[config.mk]
export PLATFORM = sky130hd
export DESIGN_NAME = carregador_de_instrucoes
export DESIGN_NICKNAME = d
export VERILOG_FILES = /design/src/rtl/carregador_de_instrucoes_pkg.sv /design/src/rtl/carregador_de_instrucoes_montador.sv /design/src/rtl/carregador_de_instrucoes.sv
export SDC_FILE = /design/constraint.sdc
export NUM_CORES = 1
export LEC_CHECK = 0
export ABC_CLOCK_PERIOD_IN_PS = 6600
export BUFFER_PORTS_ARGS = -buffer_cell sky130_fd_sc_hd__buf_2
export CAP_MARGIN = 5
export CORE_MARGIN = 5
export CORE_UTILIZATION = 45
export DETAILED_ROUTE_END_ITERATION = 12
export HOLD_SLACK_MARGIN = 0.03
export PLACE_DENSITY = 0.75
export SETUP_SLACK_MARGIN = 0.3
export SLEW_MARGIN = 20
export SYNTH_ARGS = -nofsm -noshare
export SYNTH_HDL_FRONTEND = slang
export SYNTH_SLANG_ARGS = --single-unit
[constraint.sdc]
create_clock -name clk -period 6.6 [get_ports clk]
set_input_delay 1.65 -clock clk [delete_from_list [all_inputs] [get_ports clk]]
set_output_delay 1.65 -clock clk [all_outputs]
set_load 0.1 [all_outputs]
[src/rtl/carregador_de_instrucoes_pkg.sv]
// ============================================================================
// Module      : carregador_de_instrucoes_pkg
// Description : Shared constants and state encodings for the program loader.
// Revision    : 1.0
// ============================================================================
`default_nettype none

package carregador_de_instrucoes_pkg;

  // Shared with the processor's instruction memory depth
  localparam int c_NUM_PALAVRAS = 64;

  localparam logic [7:0] c_BYTE_SYNC = 8'hA5;

  localparam logic [2:0] c_ESPERA_SYNC  = 3'd0;
  localparam logic [2:0] c_LE_CONTAGEM  = 3'd1;
  localparam logic [2:0] c_LE_DADOS     = 3'd2;
  localparam logic [2:0] c_ESCREVE      = 3'd3;
  localparam logic [2:0] c_LE_CHECKSUM  = 3'd4;
  localparam logic [2:0] c_CONCLUIDO    = 3'd5;
  localparam logic [2:0] c_ERRO         = 3'd6;

endpackage

`default_nettype wire

[src/rtl/carregador_de_instrucoes_montador.sv]
// ============================================================================
// Module      : montador_de_palavra
// Description : Little-endian 4-byte word assembler with end-of-word strobe.
// Revision    : 1.0
// ============================================================================
`default_nettype none

module montador_de_palavra (
  input  logic        clk,
  input  logic        rst,
  input  logic        limpar_i,
  input  logic        byte_en_i,
  input  logic [7:0]  byte_i,
  output logic [31:0] palavra_o,
  output logic        word_pronto_o
);

  logic [31:0] palavra_q;
  logic [1:0]  cnt_q;

  // First byte of the group shifts down to bits [7:0] after four shifts
  always_ff @(posedge clk or posedge rst) begin
    if (rst) begin
      palavra_q <= 32'd0;
      cnt_q     <= 2'd0;
    end else if (limpar_i) begin
      palavra_q <= 32'd0;
      cnt_q     <= 2'd0;
    end else if (byte_en_i) begin
      palavra_q <= {byte_i, palavra_q[31:8]};
      cnt_q     <= cnt_q + 2'd1;
    end
  end

  assign palavra_o     = palavra_q;
  assign word_pronto_o = byte_en_i && (cnt_q == 2'd3);

endmodule

`default_nettype wire

[src/rtl/carregador_de_instrucoes.sv]
// ============================================================================
// Module      : carregador_de_instrucoes
// Description : Framed byte-serial loader filling instruction memory; holds
//               the core in reset until a checksum-verified load completes.
// Revision    : 1.0
// ============================================================================
`default_nettype none

module carregador_de_instrucoes
  import carregador_de_instrucoes_pkg::*;
#(
  parameter int NUM_PALAVRAS = c_NUM_PALAVRAS,
  parameter int LARGURA_END  = 6
) (
  input  logic                   clk,
  input  logic                   rst,
  input  logic [7:0]             byte_in,
  input  logic                   byte_valido,
  output logic                   byte_pronto,
  output logic                   mem_we,
  output logic [LARGURA_END-1:0] mem_end,
  output logic [31:0]            mem_dado,
  output logic                   cpu_rst,
  output logic                   concluido,
  output logic                   erro
);

  localparam logic [8:0] c_MAX_PALAVRAS = 9'(NUM_PALAVRAS);

  logic [2:0]             state_q, state_d;
  logic [7:0]             n_q, idx_q, chk_q;
  logic [LARGURA_END-1:0] end_q;
  logic [31:0]            dado_q;

  logic        w_aceita, w_conta_invalida, w_ultima;
  logic        w_carrega, w_byte_dado, w_word_pronto;
  logic [31:0] w_palavra;

  assign w_aceita         = byte_valido && byte_pronto;
  assign w_conta_invalida = (byte_in == 8'd0) || ({1'b0, byte_in} > c_MAX_PALAVRAS);
  assign w_ultima         = (idx_q + 8'd1) == n_q;
  assign w_carrega        = w_aceita && (state_q == c_LE_CONTAGEM) && !w_conta_invalida;
  assign w_byte_dado      = w_aceita && (state_q == c_LE_DADOS);

  montador_de_palavra u_montador (
    .clk           (clk),
    .rst           (rst),
    .limpar_i      (w_carrega),
    .byte_en_i     (w_byte_dado),
    .byte_i        (byte_in),
    .palavra_o     (w_palavra),
    .word_pronto_o (w_word_pronto)
  );

  always_ff @(posedge clk or posedge rst) begin
    if (rst) state_q <= c_ESPERA_SYNC;
    else     state_q <= state_d;
  end

  always_comb begin
    state_d = state_q;
    case (state_q)
      c_ESPERA_SYNC: if (w_aceita && byte_in == c_BYTE_SYNC) state_d = c_LE_CONTAGEM;
      c_LE_CONTAGEM: if (w_aceita) state_d = w_conta_invalida ? c_ERRO : c_LE_DADOS;
      c_LE_DADOS:    if (w_word_pronto) state_d = c_ESCREVE;
      c_ESCREVE:     state_d = w_ultima ? c_LE_CHECKSUM : c_LE_DADOS;
      c_LE_CHECKSUM: if (w_aceita) state_d = (byte_in == chk_q) ? c_CONCLUIDO : c_ERRO;
      c_CONCLUIDO:   state_d = c_CONCLUIDO;
      c_ERRO:        state_d = c_ERRO;
      default:       state_d = c_ERRO;
    endcase
  end

  always_comb begin
    byte_pronto = 1'b0;
    mem_we      = 1'b0;
    cpu_rst     = 1'b1;
    concluido   = 1'b0;
    erro        = 1'b0;
    case (state_q)
      c_ESPERA_SYNC, c_LE_CONTAGEM, c_LE_DADOS, c_LE_CHECKSUM: byte_pronto = 1'b1;
      c_ESCREVE:   mem_we = 1'b1;
      c_CONCLUIDO: begin
        concluido = 1'b1;
        cpu_rst   = 1'b0;
      end
      c_ERRO:      erro = 1'b1;
      default:     ;
    endcase
  end

  // Address/data track the live values during ESCREVE and hold them afterwards
  assign mem_end  = (state_q == c_ESCREVE) ? LARGURA_END'(idx_q) : end_q;
  assign mem_dado = (state_q == c_ESCREVE) ? w_palavra : dado_q;

  always_ff @(posedge clk or posedge rst) begin
    if (rst) begin
      n_q    <= 8'd0;
      idx_q  <= 8'd0;
      chk_q  <= 8'd0;
      end_q  <= '0;
      dado_q <= 32'd0;
    end else begin
      if (w_carrega) begin
        n_q   <= byte_in;
        idx_q <= 8'd0;
        chk_q <= 8'd0;
      end
      if (w_byte_dado) chk_q <= chk_q ^ byte_in;
      if (state_q == c_ESCREVE) begin
        idx_q  <= idx_q + 8'd1;
        end_q  <= LARGURA_END'(idx_q);
        dado_q <= w_palavra;
      end
    end
  end

endmodule

`default_nettype wire

## Word level (Yosys, flattened, before mapping)

Cells that the tools add are included.

- Bits in registers: 99
- Bits of input ports: 11
- Output and inout port bits: 43
- Word-level logic and storage cells: 62

- Add/subtract/negate cells: 2
- Order comparisons: 1
- Eq/ne operators: 14
- Mux-type cells: 22
- Bitwise logic cells: 1
- Reductions and logical operators: 14

Operator list:

| operator | number |
|---|---|
| $mux 32 | 3 |
| $mux 8 | 3 |
| $mux 3 | 6 |
| $pmux 3 s6 | 1 |
| $eq 8x8->1 | 2 |
| $eq 3x3->1 const B | 3 |
| $add 8x1->8 const B | 1 |
| $eq 8x8->1 const B | 1 |
| $gt 8x7->1 const B | 1 |
| $logic_not 8->1 | 1 |
| $xor 8x8->8 | 1 |
| $eq 3x2->1 const B | 2 |
| $logic_and 1x1->1 | 6 |
| $mux 2 | 3 |
| $mux 6 | 1 |
| $ne 2x2->1 const B | 3 |
| $mux 1 | 5 |
| $reduce_and 4->1 | 1 |
| $reduce_bool 2->1 | 2 |
| $reduce_or 4->1 | 1 |
| $eq 3x1->1 const B | 1 |
| $logic_not 3->1 | 1 |
| $add 2x1->2 const B | 1 |
| $eq 2x2->1 const B | 1 |
| 3 further kinds | 3 |

## Logic depth before layout (Yosys ltp)

Gate-level depths: netlist (run 1).

- Word-level depth: 8
- Depth in mapped cells: 7

## Modules after synthesis

From an unflattened synthesis (run 1), not the netlist that was laid out.

- Cells, all modules: 465
- Area, all modules: 4,521.8 µm²

By module, submodules not included:

| module | times used | cells an instance | area an instance (µm²) |
|---|---|---|---|
| carregador_de_instrucoes | 1 | 352 | 3,090.5 |
| montador_de_palavra | 1 | 113 | 1,431.4 |

## Worst setup path after synthesis (run 1)

Ideal clock, no wire load.

- Kind: register to output
- From: register state_q[2]
- To: output port mem_dado[22]
- Data arrival time: 2,756 ps
- Slack: 2,194 ps
- Stages on the path, launching flop included: 7
- Path buffers: 2
- Cells stage by stage: dfrtp_1 or2_2 clkbuf_1 clkinv_1 clkbuf_1 nand2_1 nand2_1

- Longest elaborated chain between the ends: 2

RTL lines:

| item | RTL line | source |
|---|---|---|
| start: declaration | carregador_de_instrucoes.sv:30 | `logic [2:0] state_q, state_d;` |
| start signal: assignment | carregador_de_instrucoes.sv:56 | `if (rst) state_q <= c_ESPERA_SYNC;` |
| start signal: assignment | carregador_de_instrucoes.sv:57 | `else state_q <= state_d;` |
| $eq 3x2->1 | carregador_de_instrucoes.sv:94 | `assign mem_dado = (state_q == c_ESCREVE) ? w_palavra : dado_q;` |
| $mux 32 | carregador_de_instrucoes.sv:94 |  |
| end: declaration | carregador_de_instrucoes.sv:22 | `output logic [31:0] mem_dado,` |

Every way passes these cells.

## Worst setup path after layout (run 1)

- From: register state_q[2]
- To: output port mem_dado[14]

Same word-level chain as after synthesis.

==> flow_results.org, run 1 <==
** Synth
- Yosys printed 0 warnings.
- Avg Cell Area, Syn :: 8.934 µm²
- The synthesized netlist contains 43 unique library cells.
- The number of nets in the synthesized netlist is slightly above 500.
- Synthesis produced 491 cells.
- Proportion of synthesized chip area in sequential cells :: 56.47%
- The synthesized design spends more area on one cell type than any other, namely dfrtp_1.
- Cell area after technology mapping :: 4387 µm²
- The synthesized design contains 99 register bits.
- Yosys top cell area share :: 56.47%
- Area contributors post-synth :: dfrtp_1, nand2_1, a21oi_1

** GRT
- Vias in the first global route :: 3257
- The first global-routing pass estimated 15450 µm of wire.
- For this run, the total global-route usage over all layers was measured as 16.46%.
- Summed over all layers, the global routing overflow is 0.
- Entering global routing, the biggest net connects 66 pins.
- The initial antenna violation count is 0.

** Run
- The tool flagged a number of max-cap violations equal to 0.

** Setup path
- Startpoint of the most critical register-to-register path :: state_q[2]
- Largest fanout of any net on the critical path :: 51
- For the worst flop-to-flop path, the logic depth is 5.
- For the worst setup path, the data arrival time is 3.37 ns.
- Sort of element at the end of the critical path :: output port
- Setup slack on the worst flop-to-flop path :: 3.57 ns
- Critical path type :: flip-flop to output port
- Data on the critical path is required at its endpoint by 4.95 ns.
- The worst register-to-register path ends at idx_q[7].
- Critical Path Start Type :: flip-flop

** Clock network
- The clock net in this run drives a total of 99 sinks.
- Clock tree root driver cell :: clkbuf_8
- After clock tree synthesis, the clock-pin slew on the worst setup and hold paths is 0.10 ns.
- TritonCTS built the clock tree.
- The clock reaches the later pin of the worst-skew pair after between 0.3 and 0.4 ns.
- CTS-repair resized insts :: 0
- Total clock buffers created by CTS :: 9
- In this run the number of H-tree levels came out at 3.
- No sink is reached through more buffers than the 2 on the longest clock path.
- Post-CTS timing repair inserted 0 buffers for setup.
- Hold buffers post-CTS :: 0

** Finish
- Compared with the post-synthesis result, the final layout area differs by 13.12%.
- Cell area after layout :: 4962 µm²
- The layout has 915 filler cells.
- Leaving out fill and tap cells, the most frequent cell in the layout is nand2_1.
- The library cells used most frequently in the layout, excluding fill and tap cells, are nand2_1, dfrtp_1, buf_2.
- Util after Layout :: 51.48%
- # nets final :: between 500 and 600
- Diode insertion count for antenna repair :: 0
- Fraction of final layout cells with drive strength greater than 1 :: 15.83%

** Routing
- After detailed routing, the number of remaining DRC violations is 0.
- After detailed routing, the number of vias per cell comes to 5.118.
- Detailed-route via count :: 3429
- The highest metal layer carrying signal wires in the routed design is met4.
- First-pass iteration count of the detailed router :: 5
- Wire length on met3 :: 389 µm
- The first routing iteration left 210 violations.
- The routed design has 9130 µm of wire.
- In the detailed route, the total length drawn on met2 is 4442 µm.
- The detail route stage leaves a number of antenna-violating nets equal to 0.
- The detailed router put a total of 4163 µm of wire on met1.
- Detail-routed net length per standard cell :: 13.63 µm

** Floorplan
- Area of the core :: 9639 µm²
- Die area :: 11820 µm²
- Count of standard-cell rows :: 36
- Die Wd :: 108.7 µm
- Initial Utilization :: 45.51%
- From bottom edge to top edge, the die measures 108.7 µm.
- Number of top-level pins :: 54

** Timing
- Endpoints failing hold :: 0
- Share of the clock period used by the worst path :: 76.11%
- Period minus WS final :: 5.023 ns
- Based on the critical path, the design can be clocked at up to 199.1 MHz.
- Final setup viols :: 0
- Post-Route Setup TNS :: 0 ns
- Max_slew headroom :: 38.51%
- The number of slew-limit violations in the final report came to 0.
- At the pin with the least slew margin, the transition time is just over 0.9 ns.
- In the post-route analysis, the smallest setup slack over all paths is 1.577 ns.
- Setup repair after global routing left no endpoint under its margin.
- Worst clock skew :: 0.007235 ns

** Worst hold path
- Startpoint of the tightest hold check path :: dado_q[21]
- Hold-critical path endpoint :: dado_q[21]
- Hold Crit Depth :: 2
- The min-delay analysis places its worst path in the category flip-flop to flip-flop.

** Placement
- Post-placement cell area :: 4741 µm²
- Buffers added on ports :: 53
- Prior to clock tree synthesis, the placed netlist has a worst setup slack of 1.908 ns.
- At the end of routability-driven placement, the weighted congestion stood at 0.8272.
- Detailed placer's ending HPWL :: 6270 µm

** Run status
- Status :: finished, final reports clean
## stage by stage
stage | cells | hold WS [ns]
after floorplan | 491 | 0.4605
after global placement | 654 | 0.4536
after detailed placement | 654 | 0.4543
after CTS | 670 | 0.4789
after global routing | 670 | 0.4873
final | 670 | 0.4729
## cells in the mapped netlist (all sizes together)
cell       n
a31oi      2
nand4b     1
a21o       1
and4b      1
or2        2
and3b      1
and3       2
nand3b     1
mux2       7
a21oi     37
a2111oi    1
nand3      5
o211ai     1
clkinv     1
xor2      11
nor3       3
xnor2      7
nand2    194
dfrtp     99
nand4      2
nand2b     2
inv        2
o21ai     35
clkbuf    21
nor2b      7
ha         2
o31ai      2
buf        7
nor2      19
or4        1
nor3b      3
nor4       2
o41ai      2
o2111ai    2
or3        1
and2       3
a211oi     1
## layout make-up
class | instances | area [µm²] | share of cell area, %
clock buffers | 9 | 123.9 | 2.496
clock inverters | 7 | 97.59 | 1.967
inverters | 3 | 13.76 | 0.2774
multi-input cells | 361 | 1780 | 35.88
flip-flops and latches | 99 | 2477 | 49.92
well taps | 133 | 166.4 | 3.354
repair buffers | 58 | 302.8 | 6.102
## worst max-delay path by stage
stage | startpoint | endpoint | slack [ns] | cells past startpoint
after global placement | state_q[1] | mem_dado[29] | 2.02 | 7
after global routing | state_q[1] | mem_dado[24] | 1.18 | 7
after floorplan | state_q[2] | mem_dado[22] | 2.19 | 6
after detailed placement | state_q[2] | mem_dado[30] | 1.91 | 6
after CTS | state_q[2] | mem_dado[14] | 1.50 | 6
final | state_q[2] | mem_dado[14] | 1.58 | 6
## sequential cells by signal, indices dropped and copies added (netlist names)
name	cells
chk_q	8
end_q	6
u_montador.palavra_o	32
u_montador.cnt_q	2
state_q	3
dado_q	32
n_q	8
idx_q	8
## worst max-delay path, stage by stage (launching register included)
cell and delay (ns):
dfrtp_1 0.53, or2_2 0.78, clkinv_1 0.76, buf_4 0.44
nand2_1 0.09, nand2_1 0.07, buf_2 0.30
## logic make-up after synthesis
logic type | share of synthesized area [%]
flip-flops | 56.47
AND/OR/NAND/NOR | 23.85
buffers and inverters | 2.938
AO/OA/AOI/OAI | 10.78
multiplexers | 1.797
XOR/XNOR | 3.594
adder cells (fa/ha/maj) | 0.5704
## metal layers
metal | up-vias | global-route usage, %
met3 | 12 | 3.197
met4 | 0 | 5.771
met5 | - | 0
met2 | 84 | 26.70
li1 | 1688 | -
met1 | 1645 | 22.17
Power of run 1 is left out: the tool's default activity adds up to more than one toggle a clock period on the data nets, which glitch-free logic cannot reach.
==> run 2: changes to the inputs <==
Settings changed: ABC_AREA set to 1, ABC_CLOCK_PERIOD_IN_PS 6600 to 5250.
Clock period 6.6 ns to 5.25 ns, I/O delays scaled along.
==> run 2 against run 1 <==
  * Clock-buffer cell count grew 1
  * Critical path type unchanged
  * Final cell count grew 0.75%
  * Final area grew 0.45%
  * Die area grew 1.2%
  * Flip-flop and latch count is the same
==> flow_results.org, run 2 <==
** Run status
- Status :: finished, final reports clean (unchanged)

** Clock network
- CTS-repair resized insts :: 0 (unchanged)
- Register clock-pin slew on the reported worst setup and hold paths :: 0.10 ns (about the same)
- CTS tree :: built (unchanged)
- The CTS root buffer is clkbuf_8 (unchanged).
- Maximum buffer depth of the clock tree :: 2 (unchanged)
- The worst-skew pair later-pin latency was 0.36 ns (about the same).
- The level count of the clock H-tree is 3 (unchanged).
- The count of hold-fix buffers inserted at cts is 0 (unchanged).
- Post-CTS Setup Inserts :: 0 (unchanged)
- The TritonCTS buffer count came to 9 (unchanged).
- Number of sinks handled by clock tree synthesis :: 99 (unchanged)

** Timing
- Min setup slack post-route :: 1.443 ns (was 1.577 ns)
- Slew at the pin closest to its max-slew limit :: 0.8215 ns (was 0.9224 ns)
- Setup repair after global routing missed its margin: false (unchanged).
- In the finished design, the share of the clock period the worst path needs comes to 72.52%.
- Period minus WS final :: 3.807 ns
- The sum of negative setup slack came to 0 ns (unchanged).
- Max_slew headroom :: 45.23% (was 38.51%)
- Final Max Tran Viols :: 0 (unchanged)
- Endpoints failing hold :: 0 (unchanged)
- The setup violation total in the final timing report came to 0 (unchanged).
- Based on the critical path, the design can be clocked at up to 262.7 MHz.
- Worst clock skew :: 0.009175 ns (was 0.007235 ns)

** Floorplan
- The full die area came to 11960 µm² (was 11820 µm²).
- The horizontal extent of the die came to 109.4 µm (was 108.7 µm).
- Number of top-level pins :: 54 (unchanged)
- Height of the die :: 109.4 µm (was 108.7 µm)
- The floorplan core area was 9684 µm² (was 9639 µm²).
- Initial Utilization :: 45.89% (was 45.51%)
- Count of standard-cell rows :: 36 (unchanged)

** Setup path
- The data arrival time of the worst path came to 2.49 ns (was 3.37 ns).
- The delay contributed by the slowest stage of the critical path was 0.48 ns (was 0.78 ns).
- The type of element launching the critical path is a flip-flop (unchanged).
- WP data required :: 3.94 ns (was 4.95 ns)
- Sort of element at the end of the critical path :: output port (unchanged)
- R2R cell count :: 10 (was 5)
- Startpoint of the most critical register-to-register path :: state_q[1] (was state_q[2])
- Largest fanout of any net on the critical path :: 38 (was 51)
- Cells traversed along the worst timing path: inv_2 > nor2_2 > nand2_2 > buf_4 > o21ai_0 > buf_2 (was or2_2 > clkinv_1 > buf_4 > nand2_1 > nand2_1 > buf_2).
- The worst flop-to-flop path endpoint is u_montador.palavra_o[15] (was idx_q[7]).
- The cell with the largest stage delay on the worst path is buf_2 (was or2_2).
- Critical path type :: flip-flop to output port (unchanged)
- The flop-to-flop setup slack came to 3.18 ns (was 3.57 ns).

** Synth
- Cell count after synthesis :: 488 (was 491)
- Area contributors post-synth: dfrtp_1, nand2_1, inv_1 (was dfrtp_1, nand2_1, a21oi_1).
- Proportion of synthesized chip area in sequential cells :: 55.74% (was 56.47%)
- Avg Cell Area, Syn :: 9.107 µm² (was 8.934 µm²)
- Yosys reg bits :: 99 (unchanged)
- The synthesized cell area is 4444 µm² (was 4387 µm²).
- Post-synth EDFFs :: 0 (unchanged)
- Synth async-reset ratio :: 100.0% (unchanged)
- Leading cell types by count after synthesis :: nand2_1, dfrtp_1, inv_1, o21ai_0, nand3_1 (was nand2_1, dfrtp_1, a21oi_1, o21ai_0, clkbuf_1)
- Yosys top cell area share :: 55.74% (was 56.47%)
- Ys flop type :: dfrtp_1 (unchanged)
- Yosys warning count :: 0 (unchanged)
- The count of unique library cells instantiated by Yosys came to 40 (was 43).
- Most used standard cell by instance count after synthesis :: nand2_1 (unchanged)
- Synthesized netlist net count :: 501 (was 504)
- The cell type with the highest aggregate area in the netlist was dfrtp_1 (unchanged).

** GRT
- The initial antenna violation count was 0 (unchanged).
- All-layer global routing usage :: 16.61% (was 16.46%)
- The remaining global-route overflow is 0 (unchanged).
- Vias in the first global route :: 3256 (was 3257)
- The global-route wire length before repair is 15650 µm (was 15450 µm).
- Maximum number of pins on one net before global-route repair :: 68 (was 66)

** Routing
- The average routed wire per standard cell is 13.71 µm (was 13.63 µm).
- First-pass iteration count of the detailed router :: 4 (was 5)
- The via density per instance came to 5.037 (was 5.118).
- Detailed-route via count :: 3400 (was 3429)
- Initial DRC Count :: 204 (was 210)
- Count of unresolved DRC violations after routing :: 0 (unchanged)
- The remaining antenna violation count is 0 (unchanged).
- The total length of routed wires came to 9253 µm (was 9130 µm).

** Power and ir drop
- Worst vdd ir :: 0.0001286 V
- Power spread over the standard cell area amounts to 260.6 nW/µm².
- Static Leak :: 2.786 nW

** Worst hold path
- Hold-critical path endpoint :: dado_q[1] (was dado_q[21])
- Hold Crit Depth :: 2 (unchanged)
- Hold Path Class :: flip-flop to flip-flop (unchanged)
- The start point of the worst min-delay path was dado_q[1] (was dado_q[21]).

** Finish
- Area grow syn2layout :: 12.16% (was 13.12%)
- Most common library cell in the layout ignoring fill and taps :: nand2_1 (unchanged)
- # nets final :: 550 (was 545)
- The number of antenna repair diodes is 0 (unchanged).
- The number of filler instances in the final layout came to 925 (was 915).
- Highest-count cells in the layout ignoring fill and taps: nand2_1, dfrtp_1, inv_1 (was nand2_1, dfrtp_1, buf_2).
- The fraction of final layout cells with drive strength greater than 1 was 18.82% (was 15.83%).

** Run
- The max-cap violation count came to 0 (unchanged).

** Placement
- The setup slack after placement is 1.850 ns (was 1.908 ns).
- The final weighted congestion in routability-driven placement is 0.8201 (was 0.8272).
- Detailed placer's ending HPWL :: 6491 µm (was 6270 µm)
- The number of port buffers came to 53 (unchanged).
[run 2: cell types whose count changed after synthesis, sizes merged, moves of 7 or more]
cell    change
clkbuf     -15
a21oi      -30
a22oi      +32
nor2        +8
inv        +78
nand3      +21
nor2b       -7
nand2      -68
[run 2: kinds of logic (layout without fill, tap and decap cells)]
logic type                 count (synthesis)  in the layout  synth area share, %
AOI/OAI and AO/OA                         84             84                13.20
xor gates and xnor gates                  10             10                1.971
adders and majority gates                  2              2               0.5630
buffers and inverters                     98            152                9.488
DFF                                       99             99                55.74
muxes                                      2              2               0.5067
and+or+nand+nor                          193            193                18.53
[run 2: critical path, delay by kind of cell (launching register included)]
| family | cells | cell delay (ns) |
|---|---|---|
| AOI/OAI and AO/OA | 1 | 0.26 |
| and+or+nand+nor | 2 | 0.45 |
| buffers and inverters | 3 | 0.93 |
| DFF | 1 | 0.46 |
[run 2: power by group]
part / internal, mW / switching (mW)
Combinational: 0.0151 / 0.0340
Clock: 0.195 / 0.277
Sequential: 0.770 / 0.00697
[run 2: routing by layer]
layer  vias to the layer above  global-route usage, %  part of all wire (%)
met2                        95                  25.28                    47
met3                        13                  3.582                   4.5
met5                         -                      0                     0
met4                         0                  4.987                   1.5
li1                       1654                      -                     -
met1                      1638                  23.92                    47
[run 2: layout make-up]
class                      instances  area (µm²)  share of cell area (%)
sequential                        99        2477                   49.70
multi-input combinational        291        1553                   31.15
inverter                          80       307.8                   6.175
timing repair buffer              56       287.8                   5.773
tap                              133       166.4                   3.338
clock buffer                      10       137.6                   2.761
clock inverter                     6       55.05                   1.104
[run 2: how the worst max path moves through the flow]
stage | endpoint | from | slack (ns) | depth (start not counted)
2_1_floorplan | mem_dado[26] | state_q[1] | 0.81 | 5
3_3_place_gp | mem_dado[3] | state_q[1] | 1.91 | 7
3_5_place_dp | mem_end[0] | state_q[1] | 1.85 | 7
4_1_cts | mem_end[0] | state_q[1] | 1.44 | 7
5_1_grt | mem_dado[4] | state_q[1] | 1.21 | 7
6_report | mem_dado[26] | state_q[1] | 1.44 | 6
[run 2: metrics by stage]
step / hold WS (ns) / power [mW] / utilization [%] / cell area [µm²] / cells
after global routing: 0.4928 / 1.356 / 51.47 / 4985 / 675
after detailed placement: 0.4594 / 0.8429 / 49.48 / 4792 / 659
after floorplan: 0.4497 / 0.8222 / - / 4449 / 488
after global placement: 0.4590 / 0.8410 / 49.48 / 4792 / 659
final: 0.4791 / 1.299 / 51.47 / 4985 / 675
after CTS: 0.4833 / 1.317 / 51.47 / 4985 / 675
Power figures use the tool's default switching activity.
==> run 3: changes to the inputs <==
Settings changed: ABC_CLOCK_PERIOD_IN_PS 5250 to 3300, PLACE_DENSITY 0.75 to 0.78.
Clock period 5.25 ns to 3.3 ns, I/O delays scaled along.
==> run 3 against run 2 <==
  * Flip-flop and latch count did not move
  * Sequential power rose by 60%
  * Routed wire length rose by 4.2%
  * Clock skew fell by 0.0025 ns
  * Clock power rose by 45%
  * Non-clock buffer count rose by 3
  * Register-to-register slack got worse by 1.8 ns
  * Sequential share of layout area fell by 3.6 points
  * Combinational power rose by 69%
  * Worst hold slack got worse by 0.0065 ns
  * Via count rose by 0.21%
  * Critical path type unchanged
==> flow_results.org, run 3 (synthesis results as in run 2) <==
** Run status
- Status :: finished, final reports clean (unchanged)

** Timing
- The number of hold violations in the final report came to 0 (unchanged).
- The setup violation total in the final timing report came to 0 (unchanged).
- Period minus WS final :: a little under 3 ns
- The relative slew slack was 55.76% (was 45.23%).
- The sum of negative setup slack was 0 ns (unchanged).
- The worst-margin pin slew came to 0.6622 ns (was 0.8215 ns).
- Setup repair after global routing missed its margin: false (unchanged).
- Final Max Tran Viols :: 0 (unchanged)
- Worst clock skew :: 0.006649 ns (was 0.009175 ns)
- Share of the clock period used by the worst path :: 87.35%
- F_max :: 346.9 MHz

** GRT
- Vias in the first global route :: 3459 (was 3256)
- Antenna violations before repair :: 0 (unchanged)
- The remaining global-route overflow came to 0 (unchanged).
- Maximum number of pins on one net before global-route repair :: 72 (was 68)
- The global-route wire length before repair was 16630 µm (was 15650 µm).
- The total routing usage reported by global routing came to 17.53% (was 16.61%).

** Finish
- Sequential cell area :: 2477 µm² (unchanged)
- Most common library cell in the layout ignoring fill and taps :: nand2_1 (unchanged)
- The multi-input gate area in the final layout came to 1644 µm² (was 1553 µm²).
- The final core utilization came to 55.49% (was 51.47%).
- Fraction of final layout cells with drive strength greater than 1 :: 23.16% (was 18.82%)
- The number of filler instances in the final layout is 847 (was 925).
- The number of nets in the finished design came to 553 (was 550).
- Highest-count cells in the layout ignoring fill and taps: nand2_1, dfrtp_1, inv_1 (unchanged).
- The number of antenna repair diodes was 0 (unchanged).
- Area grow syn2layout :: 20.92% (was 12.16%)

** Floorplan
- The floorplan core area came to 9684 µm² (unchanged).
- Initial Utilization :: 45.89% (unchanged)
- The floorplan row count is 36 (unchanged).
- The number of top-level pins was 54 (unchanged).
- Height of the die :: 109.4 µm (unchanged)
- The horizontal extent of the die is 109.4 µm (unchanged).
- Die area :: 11960 µm² (unchanged)

** Routing
- Count of unresolved DRC violations after routing :: 0 (unchanged)
- The total length of routed wires is 9644 µm (was 9253 µm).
- Residual antenna-violating net count after detailed routing :: 0 (unchanged)
- Routed via count divided by cell count :: 5.032 (was 5.037)
- The number of DRC markers in iteration 0 is 254 (was 204).
- The via total after detailed routing was 3407 (was 3400).
- First-pass iteration count of the detailed router :: 5 (was 4)
- The average routed wire per standard cell is 14.25 µm (was 13.71 µm).

** Clock network
- Maximum buffer depth of the clock tree :: 2 (unchanged)
- The clock-pin slew of the registers on the worst-case setup and hold paths was 0.09 ns (was 0.10 ns).
- The setup fix buffers added after clock tree synthesis came to 0 (unchanged).
- Total clock buffers created by CTS :: 9 (unchanged)
- The clock net sink count is 99 (unchanged).
- Clock tree root driver cell :: clkbuf_8 (unchanged)
- The count of hold-fix buffers inserted at cts came to 0 (unchanged).
- H-tree Lvls :: 3 (unchanged)
- Skew-Pair Late Insertion Delay :: 0.35 ns (was 0.36 ns)
- CTS tree :: built (unchanged)

** Placement
- The number of port buffers was 53 (unchanged).
- The final weighted congestion in routability-driven placement is 0.8400 (was 0.8201).
- Detailed placer's ending HPWL :: 6822 µm (was 6491 µm)

** Power and ir drop
- Flop pwr share :: 61.6% (was 59.8%)
- Relative contribution of combinational cells to total power :: 4.1% (was 3.8%)
- Internal power :: 1.543 mW (was 0.9807 mW)
- The cell leakage power was 2.870 nW (was 2.786 nW).
- The switching share of power was 23.09% (was 24.51%).
- Total net switching power :: 0.4632 mW (was 0.3184 mW)
- Clock power frac :: 34.2% (was 36.4%)
- Worst vdd ir :: 0.0002664 V (was 0.0001286 V)
- Total power divided by cell area :: 373.2 nW/µm² (was 260.6 nW/µm²)

** Setup path
- Cell at the slowest stage of the critical path :: dfrtp_1 (was buf_2)
- The top fanout value on the critical path came to 28 (was 38).
- WP data required :: 2.47 ns (was 3.94 ns)
- The type of the setup path with the least slack is flip-flop to output port (unchanged).
- Largest stage delay, worst path :: 0.48 ns (about the same)
- CP Data Arrival Time :: 2.06 ns (was 2.49 ns)
- The capturing element type of the critical path was an output port (unchanged).
- Cells traversed along the worst timing path :: inv_2 > nor2_2 > nand2_2 > buf_4 > nand2_1 > o21ai_2 > buf_2 (was inv_2 > nor2_2 > nand2_2 > buf_4 > o21ai_0 > buf_2)
- The type of element launching the critical path was a flip-flop (unchanged).

** Worst hold path
- Hold Path Class :: flip-flop to flip-flop (unchanged)

** Run
- Number of max-cap violations :: 0 (unchanged)
-- run 3: cell count changes in the layout (fill, tap and decap cells not counted), moves of 2 or more --
cell	delta
inv_8	-2
clkbuf_4	+8
o21ai_2	+22
buf_12	+17
clkinv_2	+2
o21ai_0	-22
buf_4	+10
buf_2	-33
-- run 3: path summary, 6_finish.rpt --
path                       slack (ns)                  endpoint  cells after the start       start
min                              0.47                  end_q[3]                      2    end_q[3]
max                              0.42                mem_end[5]                      7  state_q[1]
max in group asynchronous        1.98  u_montador.palavra_o[10]                      3         rst
max reg2reg                      1.43  u_montador.palavra_o[15]                      8  state_q[2]
min reg2reg                      0.47                  end_q[3]                      2    end_q[3]
min in group asynchronous        0.56  u_montador.palavra_o[15]                      2         rst
-- run 3: power by group through the flow --
stage	Sequential (mW)	Clock [mW]	Combinational [mW]
detailed placement	1.26	0	0.0843
CTS	1.24	0.707	0.0843
global route	1.24	0.764	0.0959
finish	1.24	0.687	0.0828
floorplan	1.26	0	0.0526
global placement	1.26	0	0.0812
-- run 3: area by class of cell --
cell class / count / area share [%]
Clock buffer: 11 / 2.631
Clock inverter: 4 / 0.4889
Inverter: 80 / 5.751
Multi-Input combinational cell: 291 / 30.59
Sequential cell: 99 / 46.10
Tap cell: 133 / 3.097
Timing Repair Buffer: 59 / 11.34
-- run 3: critical path, delay by kind of cell (launching register included) --
kind            cells  cell delay (ns)
buf+inv             3             0.89
compound gates      1             0.08
simple gates        3             0.25
flops               1             0.48
-- run 3: metal layers --
metal,vias to the layer above,share of wire [%],GRT usage [%]
li1,1658,-,-
met1,1663,46,23.86
met2,69,48,27.72
met3,17,3.7,3.641
met4,0,2.2,6.500
met5,-,0,0
-- run 3: timing repair --
action	in CTS	in global routing
gates cloned	0	0
setup endpoints to repair	9	17
gates resized for setup	9	9
-- run 3: metrics by stage --
stage               instance area [µm²]  power [mW]  setup slack [ns]  std cells  hold slack [ns]
floorplan                          4544       1.310            0.2931        488           0.4497
global placement                   5160       1.341            0.6959        662           0.4508
detailed placement                 5160       1.345            0.6015        662           0.4549
CTS                                5350       2.027            0.3487        677           0.4766
global route                       5374       2.098            0.3007        677           0.5024
finish                             5374       2.006            0.4175        677           0.4726
